[src/rtl/stage_sequencer.sv]
// Multi-cycle control sequencer for a simple core: FETCH, DECODE, EXEC, MEM,
// WB, with absorbing HALT and FAULT states and a memory wait timeout.
// Ports:
//   clk, rst            clock and synchronous active-high reset
//   imem_ack, dmem_ack  memory handshake acknowledges
//   is_load, is_store,
//   is_halt, reg_we     decoder flags for the instruction held in IR
//   imem_req, dmem_req,
//   dmem_we, ir_we,
//   pc_we, rf_we        control strobes, decoded from state and inputs
//   state               current state code
//   halted, fault       stop indicators
//   instret             retired-instruction count
module stage_sequencer #(
  parameter int unsigned MEM_TIMEOUT = 255
) (
  input  logic        clk,
  input  logic        rst,
  input  logic        imem_ack,
  input  logic        dmem_ack,
  input  logic        is_load,
  input  logic        is_store,
  input  logic        is_halt,
  input  logic        reg_we,
  output logic        imem_req,
  output logic        dmem_req,
  output logic        dmem_we,
  output logic        ir_we,
  output logic        pc_we,
  output logic        rf_we,
  output logic [2:0]  state,
  output logic        halted,
  output logic        fault,
  output logic [31:0] instret
);

  localparam int unsigned CNT_W = 16;

  typedef enum logic [2:0] {
    S_FETCH  = 3'd0,
    S_DECODE = 3'd1,
    S_EXEC   = 3'd2,
    S_MEM    = 3'd3,
    S_WB     = 3'd4,
    S_HALT   = 3'd5,
    S_FAULT  = 3'd6,
    S_UNUSED = 3'd7
  } state_t;

  state_t           cur_state;
  state_t           nxt_state;
  logic [CNT_W-1:0] wait_cnt;
  logic [CNT_W-1:0] wait_nxt;
  logic             retire;
  logic             timeout_hit;

  assign state = cur_state;

  // True when one more unacknowledged cycle makes the wait count reach the limit.
  assign timeout_hit = (32'(wait_cnt) + 32'd1) >= MEM_TIMEOUT;

  // State, wait counter and retire counter registers.
  always_ff @(posedge clk) begin
    if (rst) begin
      cur_state <= S_FETCH;
      wait_cnt  <= '0;
      instret   <= '0;
    end else begin
      cur_state <= nxt_state;
      wait_cnt  <= wait_nxt;
      if (retire) instret <= instret + 32'd1;
    end
  end

  // Next-state and control decode.
  always_comb begin
    nxt_state = cur_state;
    wait_nxt  = wait_cnt;
    retire    = 1'b0;
    imem_req  = 1'b0;
    dmem_req  = 1'b0;
    dmem_we   = 1'b0;
    ir_we     = 1'b0;
    pc_we     = 1'b0;
    rf_we     = 1'b0;
    halted    = 1'b0;
    fault     = 1'b0;

    case (cur_state)
      S_FETCH: begin
        imem_req = 1'b1;
        if (imem_ack) begin
          ir_we     = 1'b1;
          nxt_state = S_DECODE;
        end else if (timeout_hit) begin
          nxt_state = S_FAULT;
        end else begin
          wait_nxt = wait_cnt + CNT_W'(1);
        end
      end
      S_DECODE: nxt_state = is_halt ? S_HALT : S_EXEC;
      S_EXEC:   nxt_state = (is_load || is_store) ? S_MEM : S_WB;
      S_MEM: begin
        dmem_req = 1'b1;
        // Load takes precedence when both flags are set.
        dmem_we  = is_store && !is_load;
        if (dmem_ack) begin
          if (is_load) begin
            nxt_state = S_WB;
          end else begin
            pc_we     = 1'b1;
            retire    = 1'b1;
            nxt_state = S_FETCH;
          end
        end else if (timeout_hit) begin
          nxt_state = S_FAULT;
        end else begin
          wait_nxt = wait_cnt + CNT_W'(1);
        end
      end
      S_WB: begin
        rf_we     = reg_we;
        pc_we     = 1'b1;
        retire    = 1'b1;
        nxt_state = S_FETCH;
      end
      S_HALT:  halted = 1'b1;
      S_FAULT: fault  = 1'b1;
      default: nxt_state = S_FETCH;
    endcase

    // Every state change restarts the wait count, so FETCH and MEM start at 0.
    if (nxt_state != cur_state) wait_nxt = '0;

    // Reset suppresses any in-flight request or commit in the same cycle.
    if (rst) begin
      imem_req = 1'b0;
      dmem_req = 1'b0;
      dmem_we  = 1'b0;
      ir_we    = 1'b0;
      pc_we    = 1'b0;
      rf_we    = 1'b0;
      retire   = 1'b0;
    end
  end

endmodule

[config.mk]
export PLATFORM = sky130hd
export DESIGN_NAME = stage_sequencer
export DESIGN_NICKNAME = d
export VERILOG_FILES = /design/src/rtl/stage_sequencer.sv
export SDC_FILE = /design/constraint.sdc
export NUM_CORES = 1
export LEC_CHECK = 0
export ABC_AREA = 1
export BUFFER_PORTS_ARGS = -buffer_cell sky130_fd_sc_hd__clkbuf_2
export CAP_MARGIN = 30
export CORE_MARGIN = 4
export CORE_UTILIZATION = 60
export CTS_CLUSTER_DIAMETER = 150
export CTS_CLUSTER_SIZE = 14
export DETAILED_ROUTE_END_ITERATION = 6
export PLACE_DENSITY_LB_ADDON = 0.3
export SKIP_CTS_REPAIR_TIMING = 1
export SYNTH_ARGS = -nofsm -noshare
export SYNTH_HDL_FRONTEND = slang
export SYNTH_SLANG_ARGS = --single-unit
[constraint.sdc]
create_clock -name clk -period 4.7 [get_ports clk]
set_clock_uncertainty 0.15 [all_clocks]
set_input_delay 0.94 -clock clk [delete_from_list [all_inputs] [get_ports clk]]
set_output_delay 0.94 -clock clk [all_outputs]
set_load 0.03 [all_outputs]
==> results.md <==
* Final setup fails at 0
* PortBufs at 50
* Initial Util at 0.621
* Initial DRC Count at 163
* DR pass1 iterations at 5
* Clock share of power at 0.308
* Vias at ~2,900
* DR WL/cell at 11.5 um
* CP max-delay cell: clkbuf_2
* Detailed placement HPWL at ~5000 um
* Leak at between 1 and 1.5 nW
* Fill count at 418
* WP buf/inv at 3
* Number of global-route vias before repair at 2,767
* Pwr per Cell Area at 239 mW/mm^2
* Total negative setup slack at 0 ns
* Sequential area share after synthesis at 0.348
* Min-Delay Path Class: register to register
* Clk_lat worst skew at 0.30 ns
* Startpoint class of the critical path: input pin
* Leading area contributor after synthesis: dfxtp_1
* Critical Setup Path Class: input pin to output port
* Compound-Gate Fraction of Synth Area at 0.105
* Top cells by area, synth: dfxtp_1 35%, nand2_1 13%, nor2_1 7.7%
* Dpl ws at 1.30 ns
* Die height at 77.9 um
* Number of buffers created by CTS at 5
* Cell mode on critical path: clkbuf_2
* Synth top area share at 0.348
* Slew headroom at 0.564
* # Max-Cap Violations at 0
* Die Wd at just under 80 um
* GP Congestion at 0.897
* Main combinational cell family by area after synthesis: simple AND/OR/NAND/NOR gates
* Gr usage total at 0.224
* I/O pins at 51
* Crit path DAT at ~2.3 ns
* Fin crit period at 3.40 ns
* Netlist Area Pre-Place at 0.00293 mm^2
* Final Hold Violating Endpoints at 0
* Antenna Nets Post-Route at 0
* DR vias/cell at 5.17
* Area growth syn-to-layout at 13.4%
* Total power at 0.794 mW
* Final nets at between 500 and 600
* Worst IR Drop VDD at about 0.00022 V
* Final period utilization at 0.723
* Syn_nets at 456
* Status: completed
* Num rows at 25
* Commonest non-fill, non-tap cells in the layout: 98 x nand2_1, 60 x nor2_1, 57 x inv_1, 51 x dfxtp_1, 50 x clkbuf_2
* F_max at 0.294 GHz
* Max-slew violations at 0
* Post-Synth XOR/XNOR Area at 0.0508
* Clk buf depth at 2
* Comb pwr share at 0.129
* Design area at roughly 0.0033 mm^2
* Root buffer cell: clkbuf_8
* Crit path cell chain: clkbuf_2 -> inv_1 -> and3_1 -> clkbuf_2
* H-tree Lvls at 2
* Crit path largest cell delay at between 0.4 and 0.5 ns
* Post-Route WL at 6470 um
* Psw at 0.224 mW
* Die ar. at approximately 0.0061 mm^2
* Synth Area in Simple Gates at 0.396
* CTS tree: done
* Synth Register Bits at 51
* # clock sinks at 51
* Pint at 0.570 mW
* Number of cells in the finished layout apart from fillers at roughly 570
* Initial antenna violation count at 0
* Cell Area, Placed at 0.00324 mm^2
* Core outline area at between 0.004 and 0.005 mm^2
* Delay-heaviest family, CP: buffers and inverters
* Mux cell area share after synthesis at 0
* Worst EP required at 3.61 ns
* Post-synthesis cell type count at 32
* RSZ-0062 raised after global routing: no
* Placed Cells at 557
* Yosys warns at 0
* Post-Synth Adder-Cell Area at 0.0128
* Global-route wire length before repair at 11,400 um
* Worst-path clk slew at 0.09 ns
* N_diodes at 0
* Switching share of power at 0.282
* Final worst setup slack at approximately 1.3 ns
* Crit path capture type: output port
* CP Max Fanout at 29
* Ratio of cells with drive above 1 in the final layout at 0.187
* Post-synthesis instance total at 445
* Sequential share of power at 0.564
* GRT overflow at 0
* Largest net degree at the start of global routing at 30
* Most common cell after layout, fill and taps aside: nand2_1
* DRC violations left at 0
* Avg Inst Size Synth at about 6.6 um^2
* Pin slew with the least headroom to its limit at 0.648 ns
synth_stat cells:
library cell / number
a2111oi_0: 2
a211oi_1: 2
a21oi_1: 25
a21oi_2: 2
and3_1: 1
buf_1: 1
buf_6: 1
clkbuf_1: 3
dfxtp_1: 51
ha_1: 3
inv_1: 57
inv_2: 4
nand2_1: 98
nand2_2: 2
nand3_1: 22
nand3_2: 4
nand4_1: 14
nor2_1: 60
nor2_2: 20
nor2_4: 2
nor3_1: 22
nor3_2: 1
nor3b_1: 1
nor4_1: 5
o21a_1: 3
o21ai_0: 17
o21ai_1: 2
o21bai_1: 1
o31ai_1: 1
or2_2: 1
xnor2_1: 5
xor2_1: 12
layer usage:
layer,vias up,GRT usage,share of wire
met5,-,0,0
met4,0,0.0717,0.013
met1,1298,0.241,0.41
li1,1551,-,-
met2,63,0.440,0.53
met3,8,0.0348,0.041
path summary, 6_finish.rpt:
check / from / endpoint / slack, ns / depth (start not counted)
min reg2reg: wait_cnt[15] / wait_cnt[15] / 0.34 / 2
min: wait_cnt[15] / wait_cnt[15] / 0.34 / 2
max reg2reg: wait_cnt[0] / wait_cnt[3] / 1.98 / 15
max: rst / ir_we / 1.30 / 4
worst register-to-register path, cell delays in order (launching register included):
cell and delay (ns):
dfxtp_1 0.44, ha_1 0.21, nand2_1 0.12, nor2_2 0.20, nand3_1 0.10, nand2_1 0.07
nand2_1 0.05, nor2_1 0.11, nand2_1 0.07, nor2_2 0.16, nand3_1 0.15, nand3_1 0.10
nand2_1 0.05, nor2_1 0.10, nand3_2 0.36, nor2_1 0.22
final cells by class:
type / count / area, um^2 / area share
Sequential cell: 51 / 1020 / 0.307
Timing Repair Buffer: 50 / 250 / 0.0752
Clock buffer: 6 / 72.6 / 0.0218
Inverter: 61 / 229 / 0.0688
Tap cell: 67 / 83.8 / 0.0252
Clock inverter: 2 / 12.5 / 0.00376
Multi-Input combinational cell: 328 / 1660 / 0.498
power by group through the flow:
| stage | clock [mW] | sequential [mW] | combinational, mW |
|---|---|---|---|
| 3_3_place_gp | 0 | 0.457 | 0.102 |
| 3_5_place_dp | 0 | 0.458 | 0.103 |
| 5_1_grt | 0.267 | 0.449 | 0.115 |
| 2_1_floorplan | 0 | 0.464 | 0.0742 |
| 4_1_cts | 0.254 | 0.448 | 0.103 |
| 6_report | 0.244 | 0.448 | 0.102 |
cells by family (layout without fill, tap and decap cells):
| family | Yosys count | count (layout) |
|---|---|---|
| DFF | 51 | 51 |
| adders and majority gates | 3 | 3 |
| buffers and inverters | 66 | 119 |
| xor gates and xnor gates | 17 | 17 |
| and+or+nand+nor | 253 | 253 |
| AOI/OAI and AO/OA | 55 | 55 |
metrics by stage:
| stage | util | hold WS, ns |
|---|---|---|
| 2_1_floorplan | - | 0.308 |
| 3_3_place_gp | 0.686 | 0.336 |
| 3_5_place_dp | 0.686 | 0.330 |
| 4_1_cts | 0.704 | 0.345 |
| 5_1_grt | 0.704 | 0.375 |
| 6_report | 0.704 | 0.339 |
registers in the layout (all words and copies together), names as in the netlist:
name      flops
wait_cnt     16
instret      32
state         3
Note: power is estimated with default switching activity, not from simulation.
